==> src/rtl/imem_axil_slave.sv <==
// AXI-lite read-only responder for instruction memory: one outstanding read,
// fetched from a synchronous 64-bit RAM after LAT wait cycles.
module imem_axil_slave #(
  parameter int                ADDR_W = 32,
  parameter int                DATA_W = 64,
  parameter int                DEPTH  = 65536,
  parameter logic [ADDR_W-1:0] BASE   = 32'h8000_0000,
  parameter int                LAT    = 0
) (
  input  logic                       clk,
  input  logic                       rst,
  input  logic                       ARVALID,
  input  logic [ADDR_W-1:0]          ARADDR,
  output logic                       ARREADY,
  output logic                       RVALID,
  output logic [DATA_W-1:0]          RDATA,
  output logic [1:0]                 RRESP,
  input  logic                       RREADY,
  output logic                       mem_en,
  output logic [$clog2(DEPTH)-1:0]   mem_addr,
  input  logic [DATA_W-1:0]          mem_rdata
);

  localparam int MEM_AW = $clog2(DEPTH);

  localparam logic [1:0] RESP_OKAY   = 2'b00;
  localparam logic [1:0] RESP_SLVERR = 2'b10;
  localparam logic [1:0] RESP_DECERR = 2'b11;

  // One extra bit so BASE + DEPTH*8 cannot wrap at the top of the address map.
  localparam logic [ADDR_W:0] BASE_X = (ADDR_W+1)'(BASE);
  localparam logic [ADDR_W:0] END_X  = BASE_X + ((ADDR_W+1)'(DEPTH) << 3);

  typedef enum logic [2:0] {
    IDLE,
    WAIT,
    ISSUE,
    CAPT,
    RESP
  } state_t;

  state_t            state;
  logic [3:0]        cnt;
  logic [ADDR_W-1:0] addr_q;
  logic [1:0]        ar_resp;
  logic              ar_hs;

  function automatic logic [MEM_AW-1:0] word_idx(input logic [ADDR_W-1:0] a);
    return MEM_AW'((a - BASE) >> 3);
  endfunction

  assign ARREADY = !rst && (state == IDLE || (state == RESP && RREADY));
  assign ar_hs   = ARVALID && ARREADY;

  // Out-of-range wins over misalignment.
  always_comb begin
    ar_resp = RESP_OKAY;
    if ({1'b0, ARADDR} < BASE_X || {1'b0, ARADDR} >= END_X)
      ar_resp = RESP_DECERR;
    else if (ARADDR[1:0] != 2'b00)
      ar_resp = RESP_SLVERR;
  end

  // NOTE: every register here uses <= so all state updates see pre-edge values.
  always_ff @(posedge clk or posedge rst) begin
    if (rst) begin
      state    <= IDLE;
      cnt      <= '0;
      addr_q   <= '0;
      RVALID   <= 1'b0;
      RDATA    <= '0;
      RRESP    <= RESP_OKAY;
      mem_en   <= 1'b0;
      mem_addr <= '0;
    end else begin
      mem_en <= 1'b0;
      if (ar_hs) begin
        addr_q <= ARADDR;
        if (ar_resp != RESP_OKAY) begin
          state  <= RESP;
          RVALID <= 1'b1;
          RDATA  <= '0;
          RRESP  <= ar_resp;
        end else begin
          RVALID <= 1'b0;
          if (LAT > 0) begin
            state <= WAIT;
            cnt   <= 4'(LAT - 1);
          end else begin
            state    <= ISSUE;
            mem_en   <= 1'b1;
            mem_addr <= word_idx(ARADDR);
          end
        end
      end else begin
        case (state)
          WAIT: begin
            if (cnt == 4'd0) begin
              state    <= ISSUE;
              mem_en   <= 1'b1;
              mem_addr <= word_idx(addr_q);
            end else begin
              cnt <= cnt - 4'd1;
            end
          end
          ISSUE: state <= CAPT;
          CAPT: begin
            RDATA  <= mem_rdata;
            RRESP  <= RESP_OKAY;
            RVALID <= 1'b1;
            state  <= RESP;
          end
          RESP: begin
            if (RREADY) begin
              RVALID <= 1'b0;
              state  <= IDLE;
            end
          end
          default: state <= IDLE;
        endcase
      end
    end
  end

endmodule

==> config.mk <==
export PLATFORM = sky130hd
export DESIGN_NAME = imem_axil_slave
export DESIGN_NICKNAME = d
export VERILOG_FILES = /design/src/rtl/imem_axil_slave.sv
export SDC_FILE = /design/constraint.sdc
export NUM_CORES = 1
export LEC_CHECK = 0
export CAP_MARGIN = 20
export CORE_MARGIN = 2
export CORE_UTILIZATION = 44
export CTS_BUF_LIST = sky130_fd_sc_hd__clkbuf_2
export DETAILED_ROUTE_END_ITERATION = 8
export PLACE_DENSITY = 0.83
export SLEW_MARGIN = 10
export SYNTH_ARGS = -nofsm -noshare
export SYNTH_HDL_FRONTEND = slang
export SYNTH_SLANG_ARGS = --single-unit
==> constraint.sdc <==
create_clock -name clk -period 4.9 [get_ports clk]
set_input_delay 1.225 -clock clk [delete_from_list [all_inputs] [get_ports clk]]
set_output_delay 1.225 -clock clk [all_outputs]
set_load 0.02 [all_outputs]
======== Word-level counts from Yosys, hierarchy flattened ========
Cells that the tools add are included.
storage, ports and cells
  bits in registers ....................... 110
  input bits .............................. 100
  output and inout port bits .............. 85
  logic and storage cells ................. 67
operators by class
  $add $sub $neg .......................... 3
  order comparisons ....................... 2
  equality and inequality tests ........... 8
  multiplexer cells ....................... 25
  bitwise gates (word level) .............. 2
  reduce and logical (&&, ||, !) cells .... 19
operators with widths
  operator                                                   count
  two-way mux 64 bit                                         3
  two-way mux 16 bit                                         4
  subtractor 19 x 1 -> 19 bit, second input constant         2
  greater-or-equal comparator 32 bit, second input constant  1
  less-than comparator 32 bit, second input constant         1
  two-way mux 3 bit                                          4
  one-hot mux 3 bit (4 select lines)                         1
  two-way mux 2 bit                                          5
  nonzero test 2 bit                                         5
  two-way mux 1 bit                                          7
  equality test 3 x 2 -> 1 bit, second input constant        2
  != test 3 bit, second input constant                       2
  AND reduction 2 bit                                        3
  AND reduction 3 bit                                        2
  zero test 4 bit                                            1
  subtractor 4 x 1 -> 4 bit, second input constant           1
  equality test 3 x 1 -> 1 bit, second input constant        1
  equality test 3 bit, second input constant                 1
  logical AND 1 bit                                          3
  zero test 3 bit                                            1
  nonzero test 3 bit                                         1
  logical OR 1 bit                                           2
  != test 2 x 1 -> 1 bit, second input constant              1
  != test 2 bit, second input constant                       1
  other kinds (3)                                            4

======== Depth between registers and ports, before layout ========
  depth after elaboration ................. 7
  gate-level depth with buffers ........... 7
  mapped depth without buffers ............ 6

======== Least setup slack after synthesis ========
Ideal clock, no wire load.
  path type ............................... input to register
  start ................................... in rst
  end ..................................... reg mem_addr[0]
  setup time .............................. 0.125 ns
  data arrival time ....................... 4.876 ns
  data required time ...................... 4.775 ns
  setup slack ............................. -0.102 ns
  stages .................................. 6
  path buffers ............................ 2
  cells stage by stage .................... inv_1 > o2111ai_4 > buf_6 > o21ai_4 > buf_12 > mux2_4
between the ends
  word-level cells in the longest chain between the ends .. 5
  elaborated cells on any way between the ends .. 8
  those cells by class .................... 1 x eq/ne; 1 x mux; 6 x reduce/logical
RTL lines
  what                                                                         line  text
  start, declared                                                              11    input logic rst,
  zero test 1 bit (no source line) (*)                                         --
  logical AND 1 bit (*)                                                        52    assign ARREADY = !rst && (state == IDLE || (state == RESP && RREADY));
  logical AND 1 bit (*)                                                        53    assign ar_hs = ARVALID && ARREADY;
  != test 2 bit (no source line) / nonzero test 2 bit (equally long branches)  --
  AND reduction 3 bit (no source line)                                         --
  end signal, assigned                                                         92    mem_addr <= word_idx(ARADDR);
  end signal, assigned                                                         101   mem_addr <= word_idx(addr_q);
  end, declared                                                                20    output logic [$clog2(DEPTH)-1:0] mem_addr,
Every way passes the cells marked *; elsewhere a longest branch is shown, timed or not.
A chain may end at the register's enable or synchronous reset.

======== Worst setup path after layout ========
  start ................................... in RREADY
  end ..................................... out ARREADY
between the ends
  word-level cells in the longest chain between the ends .. 3
RTL lines
  what               line  text
  start, declared    18    input logic RREADY,
  logical AND 1 bit  52
  logical OR 1 bit   52
  logical AND 1 bit  52
  end, declared      14    output logic ARREADY,
Every way passes these cells.

==> impl_summary.md <==
Logic synthesis
Of the total synthesized cell area, the portion taken by XOR and XNOR cells is 0.006029. Counting distinct cell types in the post-synthesis netlist gives 35. The dominant combinational cell family by area after synthesis is simple AND/OR/NAND/NOR gates. The portion of synthesized area spent on multiplexers is 0.09044. The most used flip-flop cell after synthesis is sky130_fd_sc_hd__dfrtp_1. The number of synthesis warnings is 0. The simple-gate share of the synthesized area is 0.1496. The post-synthesis sequential area ratio is 0.6144. Synthesis produced a netlist with a net count of 505.

The share of the synthesized area in compound gates (AO/OA/AOI/OAI) is 0.09963. The async set or reset register ratio after synthesis is 1.000. Counting flops with a built-in enable in the synthesized netlist gives 0. The netlist area before placement is 0.004358 mm^2. Of the total synthesized cell area, the portion taken by full adders, half adders and majority gates is 0.002871. The synthesized area per cell is 10.79 um^2. Synthesis produced 404 cells. The synthesis-stage register bit count is 107.

Clocking
The TritonCTS buffer count is 9. The post-cts gate resize count is 0. In this run the clock root is driven by a sky130_fd_sc_hd__clkbuf_2. Counting along the longest clock path gives a buffer depth of 2. Post-CTS timing repair inserted 0 buffers for setup. The later pin in the worst-skew pair is clocked with a latency of 0.57 ns.

The H-tree was split into 3 levels. The CTS tree is yes. The count of hold-fix buffers inserted at cts is 0.

The clock slew at the register clock pins of the worst setup and hold paths is 0.24 ns. The tree built by TritonCTS fans out to 107 sinks.

Setup path
Data on the critical path is required at its endpoint by 3.67 ns. The kind of end point of the critical path is an output pin. The critical path runs through a total of 4 cells.

The worst setup path is launched from a primary input. The number of buffers and inverters on the critical path is 2. The category of the most critical setup path is primary input to output pin. The most common cell type on the critical path is sky130_fd_sc_hd__clkdlybuf4s50_1.

In this design, the largest share of critical-path delay is due to buffers and inverters. On the worst path, the slowest cell contributes a delay of 0.66 ns. The number of cells on the worst reg-to-reg path is 5. In this run the worst path has a maximum fanout of 3.

The arrival time at the worst endpoint is 2.68 ns. On the critical path, the stage with the largest delay is an instance of sky130_fd_sc_hd__clkdlybuf4s50_1. The signal on the critical path passes through clkdlybuf4s50_1, nor2_1, nor4_1, clkdlybuf4s50_1.

Power
Of the total power, registers draw 0.591. The worst-case IR drop observed on VDD is 0.1606 mV. The proportion of power drawn by combinational gates is 0.117. The switching power of the nets is 0.3672 mW.

The total leakage power is 2.679 nW. The power density normalized to cell area is 244.7 mW/mm^2. The internal portion of the total power is 1.201 mW.

Of the total power, the share spent switching nets is 0.2342. The share of total power dissipated in the clock network is 0.292. The overall power is 1.568 mW.

Global route
The overall fraction of global-route tracks in use is 0.2077. Summed over all layers, the global routing overflow is 0. The via count of the first global-routing pass was 3503. The largest net degree at the start of global routing is 67. The number of antenna violations at the first check in global routing is 0. The first-pass GRT wire length is 18.08 mm.

STA
Setup violations remaining at the end of the flow were counted as 0. Dividing the final minimum period by the clock period gives 0.7977. Adding up every negative setup slack in the final design gives 0 ns. The final setup slack of the worst path is 0.9915 ns.

Clock skew on the completed layout was measured at 0.03794 ns. The transition at the pin with the smallest max-transition slack is 0.8163 ns. The number of pins exceeding their max-slew limit in the final report is 0. Setup repair after global routing left no endpoint under its margin. After layout, the minimum clock period comes to 3.909 ns. Timing would allow up to 255.9 MHz. Measured against its own limit, the worst slew margin works out to 0.4558. The final hold violation count came to 0.

Final layout
In the final layout, the multi-input gates occupy 0.001525 mm^2. The number of antenna diodes in the final layout is 0. The final cell count without fillers is 715. After filler insertion, the fill cell instance count of the layout stands at 770. The final-stage net count is 678. The storage element area is 0.002678 mm^2. The fraction of layout cells with a size suffix above 1 is 0.1031. The area growth from synthesis to layout is 47.03%.

Floorplanning
185 I/O pins were placed. For this configuration, the core starts out at a cell density of 0.4500. The die width is 103.5 um. The height of the chip is 103.5 um. The core region is 0.009684 mm^2. The number of rows created at floorplan is 36. The floorplan step defined a die boundary enclosing 0.01072 mm^2.

Route
The first-pass iteration count of the detailed router is 4. The count of nets left with antenna violations once routing finished came out at 0. The via total after detailed routing is 3490.

For this block, the routed nets add up to 10.78 mm of wire. Dividing the detail-routed wire length by the instance count gives 15.08 um. The post-route DRC violation count is 0. After detailed routing, the number of vias per cell comes to 4.881. In this run, the number of DRC markers left after iteration 0 of detailed routing was 138.

Status
The flow ran to the end, and the final reports show no timing, DRC or antenna violations.

Place
The port buffer count is 183. Counting tap cells, the placed design contains a total of 698 instances. The wire-length estimate of the detail-placed layout is 7.582 mm.

The pre-CTS setup slack is 0.9781 ns. The routability-driven placement congestion ratio is 0.7756.

Worst hold path
The class of the tightest hold or removal check is flip-flop to flip-flop. The number of stages on the worst hold path is 1.

Flow run
Across the run, the number of max-cap violations was 0.
==> cell families (layout without fill, tap and decap cells) <==
kind of cell | Yosys count | after routing
XOR/XNOR | 3 | 3
buffers and inverters | 30 | 208
adder cells (fa/ha/maj) | 1 | 1
AO/OA/AOI/OAI | 77 | 77
AND/OR/NAND/NOR | 154 | 154
multiplexers | 32 | 32
flip-flops | 107 | 107
==> metrics by stage <==
step                      utilization  hold slack (ns)  cell area [um^2]
final                          0.6616           0.5245              6407
after global routing           0.6616           0.5412              6407
after CTS                      0.6596           0.5281              6387
after detailed placement       0.6453           0.4787              6250
after global placement         0.6453           0.4741              6250
after floorplan                     -           0.4647              4362
==> layout make-up <==
cell class,count,share of cell area
flip-flops and latches,107,0.4179
repair buffers,188,0.2937
multi-input cells,267,0.2380
well taps,133,0.02597
clock inverters,6,0.01367
clock buffers,10,0.007811
inverters,4,0.002929
==> path summary, 6_finish.rpt <==
path	endpoint	start	slack, ns
setup / recovery	ARREADY	RREADY	0.99
hold / removal	RRESP[1]	RRESP[1]	0.52
setup reg to reg	RDATA[32]	state[1]	2.37
hold reg to reg	RRESP[1]	RRESP[1]	0.52
max in group asynchronous	state[0]	rst	2.49
min in group asynchronous	RDATA[2]	rst	1.17
==> layout by cell type, fill, tap and decap left out, drive strengths merged, types with 2 or more instances in the layout <==
cell / Yosys / routed
clkdlybuf4s50: 0 / 183
nand2: 134 / 134
dfrtp: 107 / 107
o21ai: 70 / 70
mux2: 32 / 32
clkbuf: 16 / 10
buf: 10 / 5
inv: 4 / 5
nor4: 4 / 4
nor2b: 3 / 3
nor3b: 2 / 2
o22ai: 2 / 2
nand2b: 2 / 2
xnor2: 2 / 2
clkinv: 0 / 2
bufinv: 0 / 2
nor2: 2 / 2
==> cells in the mapped netlist, drive strengths merged (2+ instances only) <==
master,number,share of area
nor4,4,0.0057
o21ai,70,0.083
mux2,32,0.090
nor3b,2,0.0034
dfrtp,107,0.61
inv,4,0.0034
buf,10,0.020
nor2,2,0.0055
nand2,134,0.12
nor2b,3,0.0060
xnor2,2,0.0040
clkbuf,16,0.014
o22ai,2,0.0029
nand2b,2,0.0029
==> registers in the layout, summed over array words and instances (netlist names) <==
name / count
RDATA: 64
RRESP: 2
RVALID: 1
addr_q: 16
cnt: 4
mem_addr: 16
mem_en: 1
state: 3
==> layer usage <==
layer / GRT usage / routed length (um)
met1: 0.2677 / 4691
met2: 0.3354 / 5284
met3: 0.04846 / 561
met4: 0.09556 / 245
met5: 0 / 0
==> power groups by stage <==
stage | Combinational, mW | Clock (mW) | Sequential (mW)
3_3_place_gp | 0.181 | 0 | 0.940
2_1_floorplan | 0.0709 | 0 | 0.946
3_5_place_dp | 0.186 | 0 | 0.941
5_1_grt | 0.199 | 0.513 | 0.930
6_report | 0.184 | 0.458 | 0.926
4_1_cts | 0.187 | 0.477 | 0.926
Note: power is estimated with default switching activity, not from simulation.
